**config.mk**
```make
export PLATFORM = sky130hd
export DESIGN_NAME = alarm_trigger
export DESIGN_NICKNAME = d
export VERILOG_FILES = /design/src/rtl/alarm_pkg.sv /design/src/rtl/alarm_time_compare.sv /design/src/rtl/alarm_trigger.sv
export SDC_FILE = /design/constraint.sdc
export NUM_CORES = 1
export LEC_CHECK = 0
export ABC_AREA = 1
export CAP_MARGIN = 15
export CORE_ASPECT_RATIO = 1.1
export CORE_MARGIN = 2
export CORE_UTILIZATION = 49
export DETAILED_ROUTE_END_ITERATION = 7
export PLACE_DENSITY = 0.89
export SETUP_SLACK_MARGIN = 0.02
export SKIP_LAST_GASP = 1
export SYNTH_ARGS = -nofsm -noshare
export SYNTH_HDL_FRONTEND = slang
export SYNTH_SLANG_ARGS = --single-unit
```
**constraint.sdc**
```tcl
create_clock -name CLK -period 2 [get_ports CLK]
set_input_delay 0.4 -clock CLK [delete_from_list [all_inputs] [get_ports CLK]]
set_output_delay 0.4 -clock CLK [all_outputs]
set_load 0.03 [all_outputs]
```
**src/rtl/alarm_pkg.sv**
```systemverilog
// Shared alarm-path types and time-field limits, also used by the alarm-time setter.
package alarm_pkg;

  localparam int unsigned TIME_W = 8;

  localparam logic [TIME_W-1:0] SEC_MAX = 8'd59;
  localparam logic [TIME_W-1:0] MIN_MAX = 8'd59;
  localparam logic [TIME_W-1:0] HR_MAX  = 8'd23;

  typedef enum logic [1:0] {
    StIdle    = 2'b00,
    StArmed   = 2'b01,
    StRinging = 2'b10,
    StSnoozed = 2'b11
  } alarm_state_e;

  function automatic logic time_valid(input logic [TIME_W-1:0] hours,
                                      input logic [TIME_W-1:0] minutes,
                                      input logic [TIME_W-1:0] seconds);
    return (hours <= HR_MAX) && (minutes <= MIN_MAX) && (seconds <= SEC_MAX);
  endfunction

endpackage

```
**src/rtl/alarm_time_compare.sv**
```systemverilog
// Three-field time equality with a TICK-qualified edge flag; emits one pulse per
// entry into the matching second.
module alarm_time_compare
  import alarm_pkg::*;
(
  input  logic              clk_i,
  input  logic              reset_i,
  input  logic              tick_i,
  input  logic [TIME_W-1:0] seconds_i,
  input  logic [TIME_W-1:0] minutes_i,
  input  logic [TIME_W-1:0] hours_i,
  input  logic [TIME_W-1:0] alarm_seconds_i,
  input  logic [TIME_W-1:0] alarm_minutes_i,
  input  logic [TIME_W-1:0] alarm_hours_i,
  output logic              match_o
);

  logic equal;
  logic match_q;

  // An out-of-range alarm setting can never match, even against a bogus live time.
  always_comb begin
    equal = time_valid(alarm_hours_i, alarm_minutes_i, alarm_seconds_i) &&
            (seconds_i == alarm_seconds_i) &&
            (minutes_i == alarm_minutes_i) &&
            (hours_i   == alarm_hours_i);
  end

  always_ff @(posedge clk_i) begin
    if (reset_i) begin
      match_q <= 1'b0;
    end else if (tick_i) begin
      match_q <= equal;
    end
  end

  assign match_o = tick_i & equal & ~match_q;

endmodule

```
**src/rtl/alarm_trigger.sv**
```systemverilog
// Alarm sequencer: ring, snooze, dismiss and auto-timeout on top of the time comparator.
// Define ALARM_BEEP_PATTERN_EN for a pulsed BUZZER (toggles per TICK while ringing).
module alarm_trigger
  import alarm_pkg::*;
#(
  parameter int unsigned SNOOZE_SECONDS       = 300,
  parameter int unsigned RING_TIMEOUT_SECONDS = 60,
  parameter int unsigned MAX_SNOOZES          = 3
) (
  input  logic              CLK,
  input  logic              RESET,
  input  logic              TICK,
  input  logic [TIME_W-1:0] SECONDS,
  input  logic [TIME_W-1:0] MINUTES,
  input  logic [TIME_W-1:0] HOURS,
  input  logic [TIME_W-1:0] ALARM_SECONDS,
  input  logic [TIME_W-1:0] ALARM_MINUTES,
  input  logic [TIME_W-1:0] ALARM_HOURS,
  input  logic              ALARM_EN,
  input  logic              SNOOZE,
  input  logic              DISMISS,
  output logic              RINGING,
  output logic              SNOOZING,
  output logic              BUZZER,
  output logic [3:0]        SNOOZES_USED,
  output logic [1:0]        STATE
);

  localparam logic [15:0] SnzLoad   = 16'(SNOOZE_SECONDS);
  localparam logic [15:0] RingLimit = 16'(RING_TIMEOUT_SECONDS);
  localparam logic [3:0]  MaxSnz    = 4'(MAX_SNOOZES);

  alarm_state_e state_q, state_d;
  logic [15:0]  ring_cnt_q, ring_cnt_d;
  logic [15:0]  snz_cnt_q, snz_cnt_d;
  logic [3:0]   used_q, used_d;
  logic         ringing_q, snoozing_q;
  logic         buzzer_q, buzzer_d;
  logic         match;

  alarm_time_compare u_compare (
    .clk_i           (CLK),
    .reset_i         (RESET),
    .tick_i          (TICK),
    .seconds_i       (SECONDS),
    .minutes_i       (MINUTES),
    .hours_i         (HOURS),
    .alarm_seconds_i (ALARM_SECONDS),
    .alarm_minutes_i (ALARM_MINUTES),
    .alarm_hours_i   (ALARM_HOURS),
    .match_o         (match)
  );

  always_comb begin
    state_d    = state_q;
    ring_cnt_d = ring_cnt_q;
    snz_cnt_d  = snz_cnt_q;
    used_d     = used_q;

    if (!ALARM_EN) begin
      state_d    = StIdle;
      ring_cnt_d = '0;
      snz_cnt_d  = '0;
      used_d     = '0;
    end else begin
      unique case (state_q)
        StIdle: state_d = StArmed;

        StArmed: begin
          if (match) begin
            state_d    = StRinging;
            ring_cnt_d = '0;
            used_d     = '0;
          end
        end

        StRinging: begin
          if (DISMISS) begin
            state_d = StArmed;
            used_d  = '0;
          end else if (SNOOZE && (used_q < MaxSnz)) begin
            // A TICK in this cycle is deliberately not counted toward the timeout.
            state_d   = StSnoozed;
            snz_cnt_d = SnzLoad;
            used_d    = used_q + 4'd1;
          end else if (TICK) begin
            if (ring_cnt_q != 16'hFFFF) ring_cnt_d = ring_cnt_q + 16'd1;
            if (ring_cnt_d >= RingLimit) begin
              state_d = StArmed;
              used_d  = '0;
            end
          end
        end

        StSnoozed: begin
          if (DISMISS) begin
            state_d = StArmed;
            used_d  = '0;
          end else if (TICK) begin
            if (snz_cnt_q != 16'd0) snz_cnt_d = snz_cnt_q - 16'd1;
            if (snz_cnt_d == 16'd0) begin
              state_d    = StRinging;
              ring_cnt_d = '0;
            end
          end
        end
      endcase
    end
  end

`ifdef ALARM_BEEP_PATTERN_EN
  always_comb begin
    buzzer_d = 1'b0;
    if (state_d == StRinging) begin
      if (state_q != StRinging) buzzer_d = 1'b1;
      else if (TICK)            buzzer_d = ~buzzer_q;
      else                      buzzer_d = buzzer_q;
    end
  end
`else
  always_comb begin
    buzzer_d = (state_d == StRinging);
  end
`endif

  always_ff @(posedge CLK) begin
    if (RESET) begin
      state_q    <= StIdle;
      ring_cnt_q <= '0;
      snz_cnt_q  <= '0;
      used_q     <= '0;
      ringing_q  <= 1'b0;
      snoozing_q <= 1'b0;
      buzzer_q   <= 1'b0;
    end else begin
      state_q    <= state_d;
      ring_cnt_q <= ring_cnt_d;
      snz_cnt_q  <= snz_cnt_d;
      used_q     <= used_d;
      ringing_q  <= (state_d == StRinging);
      snoozing_q <= (state_d == StSnoozed);
      buzzer_q   <= buzzer_d;
    end
  end

  assign STATE        = state_q;
  assign RINGING      = ringing_q;
  assign SNOOZING     = snoozing_q;
  assign BUZZER       = buzzer_q;
  assign SNOOZES_USED = used_q;

endmodule

```
After elaboration in Yosys (flattened, before gate mapping) --
Cells that the tools add are included.
Cells by class: reduce and logical (&&, ||, !) cells 15, $lt $le $gt $ge 5, equal/unequal tests 20, muxes and demuxes 41, bitwise logic cells 4, add/subtract/negate cells 3
Operators with widths (count):
- $mux W16 | 22
- $pmux W16 S3 | 1
- $pmux W16 S2 | 1
- $eq A8 B8 Y1 | 3
- $mux W4 | 6
- $mux W2 | 9
- $ne A2 B2 Y1 const B | 9
- $add A16 B1 Y16 const B | 1
- $ge A16 B6 Y1 const B | 1
- $le A8 B6 Y1 const B | 2
- $logic_not A16 Y1 | 1
- $ne A16 B16 Y1 const B | 1
- $reduce_bool A16 Y1 | 1
- $sub A16 B1 Y16 const B | 1
- $pmux W4 S3 | 1
- $reduce_and A5 Y1 | 2
- $eq A2 B2 Y1 const B | 4
- $le A8 B5 Y1 const B | 1
- $ne A4 B4 Y1 const B | 2
- $pmux W2 S4 | 1
- $reduce_and A8 Y1 | 1
- $logic_and A1 B1 Y1 | 6
- $add A4 B1 Y4 const B | 1
- $lt A4 B2 Y1 const B | 1
- 7 further kinds | 9
Storage, ports and cells: word-level logic and storage cells 95, input port bits 54, register bits 41

Logic depth before layout (Yosys ltp) --
depth after elaboration 15, gate-level depth with buffers 17

Modules after synthesis --
From an unflattened synthesis, not the netlist that was laid out.
Second synthesis, totals: cell total of the unflattened synthesis 613, area, all modules 3378.2 µm²
Modules (own cells, without submodules):
- alarm_trigger | instances 1, cells each 468, seq. area each 800.8 µm², area an instance 2787.7 µm²
- alarm_time_compare | instances 1, cells each 145, seq. area each 20.0 µm², area an instance 590.6 µm²

Worst setup path after synthesis --
No wires, ideal clock.
kind register to register, from reg snz_cnt_q[0], to reg ring_cnt_q[0], arrival 1.900 ns, path buffers 1, stages on the path, launching flop included 17, slack -0.032 ns, library setup time 0.132 ns, required time 1.868 ns, path through dfxtp_1 inv_1 ha_1 nand2_1 nor2_1 nand2_1 nand2_1 nand2_1 nand2_1 nand2_1 nor2_1 nand3_2 nand2_4 nand3_4 buf_6 nand2_1 a21oi_1
On the way: word-level cells in the longest chain between the ends 9
Ends and longest elaborated chain:
- start, declared | RTL line alarm_trigger.sv:35 | logic [15:0] snz_cnt_q, snz_cnt_d;
- start signal, assigned | RTL line alarm_trigger.sv:138 | snz_cnt_q <= snz_cnt_d;
- $sub A16 B1 Y16 / $reduce_bool A16 Y1 (equally long branches) | RTL line alarm_trigger.sv:100 | if (snz_cnt_q != 16'd0) snz_cnt_d = snz_cnt_q - 16'd1;
- $mux W16 * | RTL line alarm_trigger.sv:100
- $mux W16 * | RTL line alarm_trigger.sv:99 | end else if (TICK) begin
- $mux W16 * | RTL line alarm_trigger.sv:96 | if (DISMISS) begin
- $mux W16 * | RTL line alarm_trigger.sv:66 | unique case (state_q)
- $mux W16 * | RTL line alarm_trigger.sv:60 | if (!ALARM_EN) begin
- $logic_not A16 Y1 * | RTL line alarm_trigger.sv:101 | if (snz_cnt_d == 16'd0) begin
- $ne A2 B2 Y1 (no source line) *
- $reduce_and A8 Y1 (no source line) *
- end signal, assigned | RTL line alarm_trigger.sv:137 | ring_cnt_q <= ring_cnt_d;
- end, declared | RTL line alarm_trigger.sv:34 | logic [15:0] ring_cnt_q, ring_cnt_d;
Mark *: on every way between the ends. The rest lies on a longest branch, timed or not. The select of a mux whose other input is x is not followed. A chain may end at the register's enable or synchronous reset.

Worst setup path after layout --
from in MINUTES[7], to reg ring_cnt_q[5]
On the way: word-level cells in the longest chain between the ends 7
Ends and longest elaborated chain:
- start, declared | RTL line alarm_trigger.sv:14 | input logic [TIME_W-1:0] MINUTES,
- $eq A8 B8 Y1 | RTL line alarm_time_compare.sv:25 | (minutes_i == alarm_minutes_i) &&
- $logic_and A1 B1 Y1 | RTL line alarm_time_compare.sv:24 | (seconds_i == alarm_seconds_i) &&
- $logic_and A1 B1 Y1 | RTL line alarm_time_compare.sv:25
- $and A1 B1 Y1 (2 in a row) | RTL line alarm_time_compare.sv:37 | assign match_o = tick_i & equal & ~match_q;
- $ne A2 B2 Y1 (no source line)
- $reduce_and A8 Y1 (no source line)
Every way passes these cells.

==> impl_metrics.env <==
export IMPL_syn2layout_area_growth_pct=64.0
export IMPL_timing_final_hold_violations=0
export IMPL_floorplan_core_area_sq_um=7050
export IMPL_worstMarginPinSlew_ns=0.869
export IMPL_grt_overflow_total=0
export IMPL_largest_net_degree_at_the_start_of_global_routing=17
export IMPL_kind_of_launch_point_of_the_worst_setup_path="input port"
export IMPL_clock_pin_slew_on_the_worst_setup_and_hold_paths_ns=0.08
export IMPL_io_pins=63
export IMPL_r2r_start="ring_cnt_q[7]$_SDFFE_PP0P_"
export IMPL_static_leakage_power_nw=2.92
export IMPL_hold_start="SNOOZES_USED[2]$_SDFFE_PP0P_"
export IMPL_number_of_antenna_violations_at_the_first_check_in_global_routing=1
export IMPL_vdd_ir_drop_max_mv=0.262
export IMPL_post_route_period_util_pct=121
export IMPL_grt_setup_unrepaired="yes"
export IMPL_global_route_wire_length_before_repair_mm=22.6
export IMPL_clkLatencyLatePin_ns=0.32
export IMPL_initial_utilization_pct=51.0
export IMPL_synth_avg_cell_area_sq_um=5.55
export IMPL_routabilityCongestion=0.978
export IMPL_detailedPlacementHpwl_mm=8.41
export IMPL_highest_clock_rate_mhz=412
export IMPL_crit_path_cell_trace="dlygate4sd2_1 -> inv_1 -> nor2_1 -> nor2_1 -> nand2_1 -> nor2_1 -> nand2_1 -> nor2_4 -> nand3_2 -> mux2i_4 -> buf_12 -> buf_8 -> nand4_1 -> a21oi_1"
export IMPL_outcome="complete, but fails checks"
export IMPL_die_width_microns=85.6
export IMPL_most_frequent_standard_cell_in_the_layout_excluding_fill_and_tap_cells="sky130_fd_sc_hd__nand2_1"
export IMPL_yosysSeqAreaShare_pct=22.9
export IMPL_grt_util_all_layers_pct=34.9
export IMPL_port_buffers=62
export IMPL_clock_tree_buf_depth=2
export IMPL_hold_removal_path_class="flip-flop to flip-flop"
export IMPL_dieHeight_microns=93.8
export IMPL_cts_sink_count=41
export IMPL_synth_seq_cells=41
export IMPL_synth_adder_area_share_pct=1.39
export IMPL_timing_final_ws_setup_ns=-0.428
export IMPL_detail_route_vias_per_cell=6.47
export IMPL_critical_path_peak_fanout=8
export IMPL_drt_drc=8
export IMPL_simple_gate_share_of_the_synthesized_area_pct=50.9
export IMPL_layout_drive_gt1_share_pct=33.1
export IMPL_critical_path_startpoint="MINUTES[7]"
export IMPL_timing_critical_path_to_type="flip-flop"
export IMPL_via_count=5850
export IMPL_synth_instances=647
export IMPL_mostFrequentLayoutCells="sky130_fd_sc_hd__nand2_1 (180), sky130_fd_sc_hd__buf_4 (93), sky130_fd_sc_hd__inv_1 (79)"
export IMPL_layout_nets=875
export IMPL_synth_compound_area_share_pct=9.58
export IMPL_detail_route_wirelength_mm=19.0
export IMPL_synth_distinct_cells=35
export IMPL_yosys_warnings=0
export IMPL_floorplan_rows=32
export IMPL_h_tree_depth=2
export IMPL_floorplan_die_area_sq_um=8030
export IMPL_synth_top_family_by_area="simple AND/OR/NAND/NOR gates"
export IMPL_setup_worst_path_class="input port to flip-flop"
export IMPL_critical_path_required_ns=2.22
export IMPL_cp_arrival_ns=2.65
export IMPL_skew_ns=0.00918
export IMPL_drt_first_iter_violations=1102
export IMPL_relSlewSlack_pct=42.1
export IMPL_violations="DRC, setup timing"
export IMPL_max_cap_viol_count=0
export IMPL_worst_path_largest_cell_delay_ns=0.27
export IMPL_ctsRootBufferMaster="sky130_fd_sc_hd__clkbuf_8"
export IMPL_drt_first_pass_iters=8
export IMPL_synth_flop_cell="sky130_fd_sc_hd__dfxtp_1"
export IMPL_post_synth_xor_area_fraction_pct=3.41
export IMPL_total_power_mw=1.98
export IMPL_mappedNetlistArea_sq_um=3590
export IMPL_antenna_left=0
export IMPL_synthesized_net_count=705
export IMPL_tritoncts_clock_tree="built"
export IMPL_synth_mux_area_share_pct=0.627
export IMPL_post_route_util_pct=83.6
export IMPL_cpMaxStageDelayCell="sky130_fd_sc_hd__dlygate4sd2_1"
export IMPL_number_of_global_route_vias_before_repair=5192
export IMPL_fraction_of_registers_with_async_set_reset_pct=0
export IMPL_timing_final_setup_violations=40
export IMPL_wl_per_cell_microns=21.0
export IMPL_synth_enable_flop_cells=0
export IMPL_cell_repeated_most_along_the_worst_path="sky130_fd_sc_hd__nor2_1"
export IMPL_timing_final_max_slew_violations=0
export IMPL_timing_final_crit_period_ns=2.43
export IMPL_clock_buffer_count_from_cts=5
export IMPL_cellPowerDensity_nw_per_um2=336
-- registers in the layout (all words and copies together) (netlist names) --
name	cells
ring_cnt_q	16
SNOOZING	1
STATE	2
snz_cnt_q	16
BUZZER	1
u_compare.match_q	1
SNOOZES_USED	4
-- Yosys cell counts (2+ instances only) --
| cell | instances | area [sq um] |
|---|---|---|
| sky130_fd_sc_hd__nor2_1 | 105 | 394 |
| sky130_fd_sc_hd__dfxtp_1 | 41 | 821 |
| sky130_fd_sc_hd__nor3_1 | 8 | 40.0 |
| sky130_fd_sc_hd__buf_2 | 2 | 10.0 |
| sky130_fd_sc_hd__o21ai_0 | 17 | 85.1 |
| sky130_fd_sc_hd__nand4_1 | 22 | 138 |
| sky130_fd_sc_hd__a21oi_1 | 35 | 175 |
| sky130_fd_sc_hd__nand2_4 | 2 | 22.5 |
| sky130_fd_sc_hd__nand3_1 | 45 | 225 |
| sky130_fd_sc_hd__inv_1 | 86 | 323 |
| sky130_fd_sc_hd__inv_2 | 2 | 7.51 |
| sky130_fd_sc_hd__or2_2 | 3 | 18.8 |
| sky130_fd_sc_hd__nor2_4 | 3 | 33.8 |
| sky130_fd_sc_hd__nand3b_1 | 5 | 37.5 |
| sky130_fd_sc_hd__o21ai_1 | 4 | 20.0 |
| sky130_fd_sc_hd__xor2_1 | 9 | 78.8 |
| sky130_fd_sc_hd__xnor2_1 | 5 | 43.8 |
| sky130_fd_sc_hd__nand2_1 | 216 | 811 |
| sky130_fd_sc_hd__nor2_2 | 6 | 37.5 |
| sky130_fd_sc_hd__buf_6 | 3 | 33.8 |
| sky130_fd_sc_hd__nand3_2 | 2 | 20.0 |
| sky130_fd_sc_hd__clkbuf_1 | 6 | 22.5 |
| sky130_fd_sc_hd__ha_1 | 4 | 50.1 |
| sky130_fd_sc_hd__nand2_2 | 2 | 12.5 |
| sky130_fd_sc_hd__a221oi_1 | 4 | 35.0 |
-- kinds of logic (layout without fill, tap and decap cells) --
group | Yosys count | in the layout
muxes | 1 | 1
adders and majority gates | 4 | 4
buffers and inverters | 100 | 267
and+or+nand+nor | 423 | 427
xor gates and xnor gates | 14 | 14
DFF | 41 | 41
AOI/OAI and AO/OA | 64 | 64
other | 0 | 1
-- what timing repair did --
action	CTS	global route
hold buffers	0	0
pin swaps	47	74
gates cloned	6	0
endpoints found under the setup margin	24	40
setup buffers	15	12
gates resized for setup	97	129
-- per-stage QoR --
stage | worst slack (ns) | instances | setup TNS, ns | hold slack [ns] | area (sq um)
final | -0.428 | 904 | -9.83 | 0.469 | 5890
after global routing | -0.499 | 904 | -13.82 | 0.490 | 5890
after CTS | -0.0590 | 891 | -0.239 | 0.469 | 5400
after detailed placement | -0.517 | 862 | -12.02 | 0.453 | 4850
after global placement | -0.437 | 862 | -9.42 | 0.444 | 4850
after floorplan | 0.0499 | 647 | 0 | 0.452 | 3600
-- worst paths after layout --
kind / endpoint / slack, ns / depth (start not counted)
worst min-delay path: SNOOZES_USED[2]$_SDFFE_PP0P_ / 0.47 / 2
worst max-delay path: ring_cnt_q[5]$_SDFFE_PP0P_ / -0.43 / 14
worst max register to register: BUZZER$_SDFF_PP0_ / -0.35 / 15
worst min register to register: SNOOZES_USED[2]$_SDFFE_PP0P_ / 0.47 / 2
-- worst max-delay path: cells and delay by family --
family                 cells  cell delay [ns]
AOI/OAI and AO/OA          1             0.21
buffers and inverters      4             0.69
muxes                      1             0.20
and+or+nand+nor            8             1.15
-- report_power, final --
part / internal [mW] / leakage (nW) / switching (mW)
combinational: 0.186 / 2.52 / 0.218
sequential: 0.813 / 0.342 / 0.00422
clock: 0.408 / 0.0585 / 0.349
-- metal layers --
metal	track usage (%)	vias to the layer above	share of wire, %
met1	37.4	2573	32
met2	62.7	614	45
met4	22.5	0	11
li1	-	2404	-
met5	0	-	0
met3	5.80	259	12
-- layout make-up --
| type | instances | area, sq um |
|---|---|---|
| multi-input combinational | 510 | 2940 |
| timing repair buffer | 171 | 1530 |
| fill | 361 | 1160 |
| sequential | 41 | 855 |
| inverter | 88 | 340 |
| tap | 85 | 106 |
| clock buffer | 7 | 86.3 |
| clock inverter | 1 | 30.0 |
| antenna | 1 | 2.50 |
Note: power is estimated with default switching activity, not from simulation.
